==> src/rtl/bool_sweep_pkg.sv <==
// Shared types and helpers for the exhaustive boolean sweep checker.
// Holds the checker state encoding, the Gray mapping and the vector-count helper.
package bool_sweep_pkg;

   typedef enum logic [1:0] {
      ST_IDLE = 2'd0,
      ST_RUN  = 2'd1,
      ST_DONE = 2'd2
   } state_e;

   localparam int unsigned MAX_N_IN = 8;

   function automatic logic [MAX_N_IN-1:0] bin2gray(input logic [MAX_N_IN-1:0] i);
      return i ^ (i >> 1);
   endfunction

   // Number of input combinations for an n-input function (2^n).
   function automatic int unsigned num_vec(input int unsigned n);
      return 32'd1 << n;
   endfunction

endpackage

==> src/rtl/bool_sweep_checker_index_gen.sv <==
// Sweep position, hold counter and binary/Gray order mapping for the sweep checker.
// The vector is registered here so the DUT input never glitches.
module sweep_index_gen
   import bool_sweep_pkg::*;
#(
   parameter int N_IN = 3,
   parameter int HOLD = 2,
   parameter int GRAY = 0
) (
   input  logic            clk,
   input  logic            rst,
   input  logic            init_i,
   input  logic            run_i,
   output logic [N_IN-1:0] vec_o,
   output logic            sample_o,
   output logic            last_o
);

   localparam int unsigned NUM_VEC = num_vec(N_IN);
   localparam int HW = (HOLD > 1) ? $clog2(HOLD) : 1;

   logic [N_IN-1:0] idx_q, idx_d;
   logic [N_IN-1:0] vec_q, vec_d;
   logic [HW-1:0]   hold_q, hold_d;
   logic [N_IN-1:0] nxt_idx_s;
   logic [N_IN-1:0] gray_s;
   logic [N_IN-1:0] nxt_vec_s;

   assign sample_o = run_i && (hold_q == HW'(HOLD - 1));
   assign last_o   = (idx_q == N_IN'(NUM_VEC - 1));
   assign vec_o    = vec_q;

   // Order mapping of the next sweep position onto the stimulus value.
   always_comb begin
      nxt_idx_s = idx_q + N_IN'(1);
      gray_s    = N_IN'(bin2gray(MAX_N_IN'(nxt_idx_s)));
      if (GRAY != 0) begin
         nxt_vec_s = gray_s;
      end else begin
         nxt_vec_s = nxt_idx_s;
      end
   end

   // Position/hold advance; the final sample parks everything back at zero.
   always_comb begin
      idx_d  = idx_q;
      vec_d  = vec_q;
      hold_d = hold_q;
      if (init_i) begin
         idx_d  = '0;
         vec_d  = '0;
         hold_d = '0;
      end else if (run_i) begin
         if (sample_o) begin
            if (last_o) begin
               idx_d  = '0;
               vec_d  = '0;
               hold_d = '0;
            end else begin
               idx_d  = nxt_idx_s;
               vec_d  = nxt_vec_s;
               hold_d = '0;
            end
         end else begin
            hold_d = hold_q + HW'(1);
         end
      end else begin
         idx_d  = idx_q;
      end
   end

   // Counter and vector registers.
   always_ff @(posedge clk) begin
      if (rst) begin
         idx_q  <= '0;
         vec_q  <= '0;
         hold_q <= '0;
      end else begin
         idx_q  <= idx_d;
         vec_q  <= vec_d;
         hold_q <= hold_d;
      end
   end

endmodule

==> config.mk <==
export PLATFORM = sky130hd
export DESIGN_NAME = sweep_index_gen
export DESIGN_NICKNAME = d
export VERILOG_FILES = /design/src/rtl/bool_sweep_pkg.sv /design/src/rtl/bool_sweep_checker_index_gen.sv
export SDC_FILE = /design/constraint.sdc
export NUM_CORES = 1
export LEC_CHECK = 0
export ABC_CLOCK_PERIOD_IN_PS = 1110
export BUFFER_PORTS_ARGS = -buffer_cell sky130_fd_sc_hd__buf_2
export CAP_MARGIN = 10
export CORE_AREA = 2 2 39 41
export CTS_BUF_LIST = sky130_fd_sc_hd__clkbuf_8
export CTS_CLUSTER_DIAMETER = 120
export DETAILED_ROUTE_END_ITERATION = 8
export DIE_AREA = 0 0 41 43
export SLEW_MARGIN = 40
export SYNTH_ARGS = -nofsm -noshare
export SYNTH_HDL_FRONTEND = slang
export SYNTH_SLANG_ARGS = --single-unit
==> constraint.sdc <==
create_clock -name clk -period 1.11 [get_ports clk]
set_input_delay 0.111 -clock clk [delete_from_list [all_inputs] [get_ports clk]]
set_output_delay 0.111 -clock clk [all_outputs]
set_load 0.01 [all_outputs]
# Word-level counts from Yosys, hierarchy flattened
# Cells that the tools add are included.
[totals]
regBits = 4
latchBits = 0
ram_bits = 0
mem_bits_ro = 0
output_inout_bits = 5
n_memories = 0
[op_classes]
addsub = 2
n_mul = 0
div = 0
magnitude_cmp = 0
n_eq_ne = 1
n_shift = 0
mux = 2
bitwise_logic = 0
reduce_logical = 3
[op_table]
columns = ["operator", "n"]
rows = [
  ["adder 3 x 1 -> 3 bit (second input constant)", 1],
  ["equality test 3 bit (second input constant)", 1],
  ["2-to-1 mux 3 bit", 1],
  ["AND reduction 2 bit", 1],
  ["OR reduction 2 bit", 1],
  ["adder 1 bit (second input constant)", 1],
  ["logical AND 1 bit", 1],
  ["2-to-1 mux 1 bit", 1],
]

# Longest topological paths before layout
[depth]
word_depth = 2
ltp_mapped = 4

# Worst setup path before layout
# No wires, ideal clock.
[synth_path]
path_type = "reg2reg"
start = "register vec_o[0] (netlist name)"
end = "register vec_q[0] (netlist: vec_o[0])"
setup_time_ns = 0.070
arrival_time_ns = 1.045
required_ns = 1.040
setup_slack_ns = -0.005
path_stages_with_launch = 5
n_path_buf = 0
period_less_slack_ns = 1.115
cell_sequence = "dfxtp_1 > ha_1 > ha_1 > nand4bb_1 > a21oi_1"
[synth_lines]
columns = ["item", "line", "rtl"]
rows = [
  ["end signal, assigned", "bool_sweep_checker_index_gen.sv:80", "vec_q <= vec_d;"],
  ["end, declared", "bool_sweep_checker_index_gen.sv:23", "logic [N_IN-1:0] vec_q, vec_d;"],
]

==> results.py <==
metrics = {
    "die": {
        "rows": 14,
        "ios": 9,
        "coreArea_sq_mm": 0.00138,
        "die_area_sq_mm": 0.00176,
        "dieWidth_um": 41,
        "initial_core_util": 0.155,
        "die_h_um": 43,
    },
    "yosys": {
        "syn_area_sq_um": 214,
        "synth_fp_nets": 27,
        "synth_warnings": 0,
        "synthCells": 21,
        "ys_seq_elements": 4,
        "ys_types": 12,
        "yosysSeqAreaShare": 0.374,
        "avgSynthCellArea_sq_um": 10.2,
    },
    "worst_setup_path": {
        "critPathMostFrequentCell": "ha_4",
        "crit_cells": 3,
        "rr_endpoint": "vec_o[0]",
        "cp_top_family": "flip-flops",
        "r2r_start": "vec_o[1]",
        "crit_path_start": "vec_o[1]",
        "r2r_cells": 4,
        "path_buf_inv": 1,
        "startpoint_type": "flip-flop",
        "critPathSlowestCell": "dfxtp_4",
        "cp-end-kind": "output pin",
        "cpPeakStageDelay_ns": 0.34,
        "path_cells": "ha_4, ha_4, buf_6",
        "worstPathRequired_ns": 1.00,
        "r2r_slack_ns": 0.05,
        "path_max_fanout": 3,
        "critical_path_class": "reg -> out",
        "cp.arrival_ns": 0.98,
    },
    "status": {
        "status": "completed",
    },
    "timing": {
        "period_needed_ns": 1.09,
        "slew_headroom": 0.895,
        "final_max_slew_viol_count": 0,
        "rsz0062_at_grt": "no",
        "fin_setup_tns_ns": 0,
        "worst_slew_pin_slew_ns": 0.157,
        "fin_skew_ns": 0.00127,
        "fin_crit_sh": 0.978,
        "whs_ns": 0.190,
        "fmax_mhz": 921,
        "setup_viol": 0,
        "hold_violations": 0,
    },
    "grt": {
        "grt_max_degree": 9,
        "use_met2": 0.0938,
        "grt-ovfl-total": 0,
        "grtUsageMet1": 0.0609,
        "busiest_layer": "met2",
        "grt_pass1_wl_um": 690,
        "antenna_found_initial": 0,
        "grtUsageMet3": 0.0209,
        "grt_use_total": 0.0592,
        "grt_pass1_vias": 176,
    },
    "clock_tree": {
        "clock-sinks": 4,
        "cts_root_buffer": "clkbuf_8",
        "clk_latency_ns": 0.21,
        "numCtsBuffers": 3,
        "cts_buffer_depth": 2,
        "cts.clk_slew.worst_paths_ns": 0.03,
        "post_cts_buffers": 0,
        "ctsHoldBuffers": 0,
        "cts_tree": "done",
        "htreeDepth": 1,
    },
    "final_layout": {
        "fillers": 148,
        "num_antenna_cells": 0,
        "final_nets": 39,
        "drive_above_1_share": 0.645,
        "final_common_cell": "buf_2",
        "most-common-layout-cells": "buf_2, a21bo_1, clkbuf_8",
        "area_delta_synth_final_pct": 62.6,
    },
    "route": {
        "ant_nets": 0,
        "vias": 183,
        "first_iter_violations": 0,
        "vias_per_cell": 3.89,
        "drc_errors": 0,
        "wl_per_cell_um": 9.77,
        "wirelength_um": 459,
        "dr.pass1.iters": 1,
    },
    "min_path": {
        "hold_start": "rst",
        "min_path_type": "in -> reg",
        "hold-path-cell-count": 3,
        "worstHoldEndpoint": "vec_o[0]",
    },
    "placement": {
        "post-dp-hpwl_um": 329,
        "gp_congestion": 0.617,
        "port_buffers": 8,
    },
    "power_and_ir_drop": {
        "powerDensity_mw_per_mm2": 1350,
        "p_leak_nw": 0.142,
        "ir_worst_vdd_uv": 587,
    },
    "flow_run": {
        "maxCapViolCount": 0,
    },
}
==> how the worst max path moves through the flow <==
| stage | end | slack [ns] |
|---|---|---|
| floorplan | vec_o[0] | 0.03 |
| global route | last_o | 0.0007 |
| global placement | vec_o[2] | 0.05 |
| detailed placement | vec_o[0] | 0.02 |
| finish | last_o | 0.02 |
| CTS | last_o | 0.007 |
==> per-stage QoR <==
step | instances | total power, mW | utilization | setup slack, ns | area (sq um)
global route | 47 | 0.489 | 0.251 | 0.000720 | 348
finish | 47 | 0.469 | 0.251 | 0.0240 | 348
detailed placement | 44 | 0.177 | 0.193 | 0.0248 | 268
floorplan | 21 | 0.172 | - | 0.0313 | 216
global placement | 44 | 0.176 | 0.193 | 0.0527 | 268
CTS | 47 | 0.481 | 0.232 | 0.00656 | 322
==> flip-flops by register name (all words and copies together), names as in the netlist <==
| register | cells |
|---|---|
| hold_q | 1 |
| vec_o | 3 |
==> metal layers <==
metal | share of wire | up-vias
met4 | 0 | 0
met3 | 0.054 | 0
met1 | 0.42 | 85
met5 | 0 | -
li1 | - | 93
met2 | 0.52 | 5
==> timing repair <==
action | 4_1_cts | 5_1_grt
pin swaps | 0 | 0
resized for setup | 5 | 4
setup endpoints to repair | 2 | 2
==> cells by family after synthesis <==
group                    count (synthesis)  share of synthesized area
XOR/XNOR                                 1                     0.0409
adder cells (fa/ha/maj)                  2                      0.117
buffers and inverters                    2                     0.0760
AND/OR/NAND/NOR                          6                      0.181
AO/OA/AOI/OAI                            6                      0.211
flip-flops                               4                      0.374
==> final cells by class <==
type | instances | area (sq um) | area share
multi-input combinational | 15 | 146 | 0.421
tap | 16 | 20.0 | 0.0576
clock buffer | 3 | 41.3 | 0.119
sequential | 4 | 86.3 | 0.248
timing repair buffer | 9 | 53.8 | 0.155
==> synth_stat cells <==
library cell | number | area, sq um
a21oi_1 | 3 | 15.0
or2_2 | 1 | 6.26
nand4bb_1 | 1 | 11.3
nor2_1 | 1 | 3.75
and2_2 | 1 | 7.51
dfxtp_1 | 4 | 80.1
xnor2_1 | 1 | 8.76
buf_2 | 1 | 5.00
ha_1 | 2 | 25.0
a21bo_1 | 3 | 30.0
buf_6 | 1 | 11.3
nand3_1 | 2 | 10.0
==> worst reg2reg max path, stage by stage, from the launching register on <==
cell	delay, ns
dfxtp_4	0.34
ha_4	0.16
ha_4	0.15
nand4bb_1	0.20
a21oi_2	0.14
==> power by group <==
part	switching [mW]	internal (mW)
sequential	0.00489	0.146
combinational	0.0116	0.0123
clock	0.0646	0.230
Power figures use the tool's default switching activity.
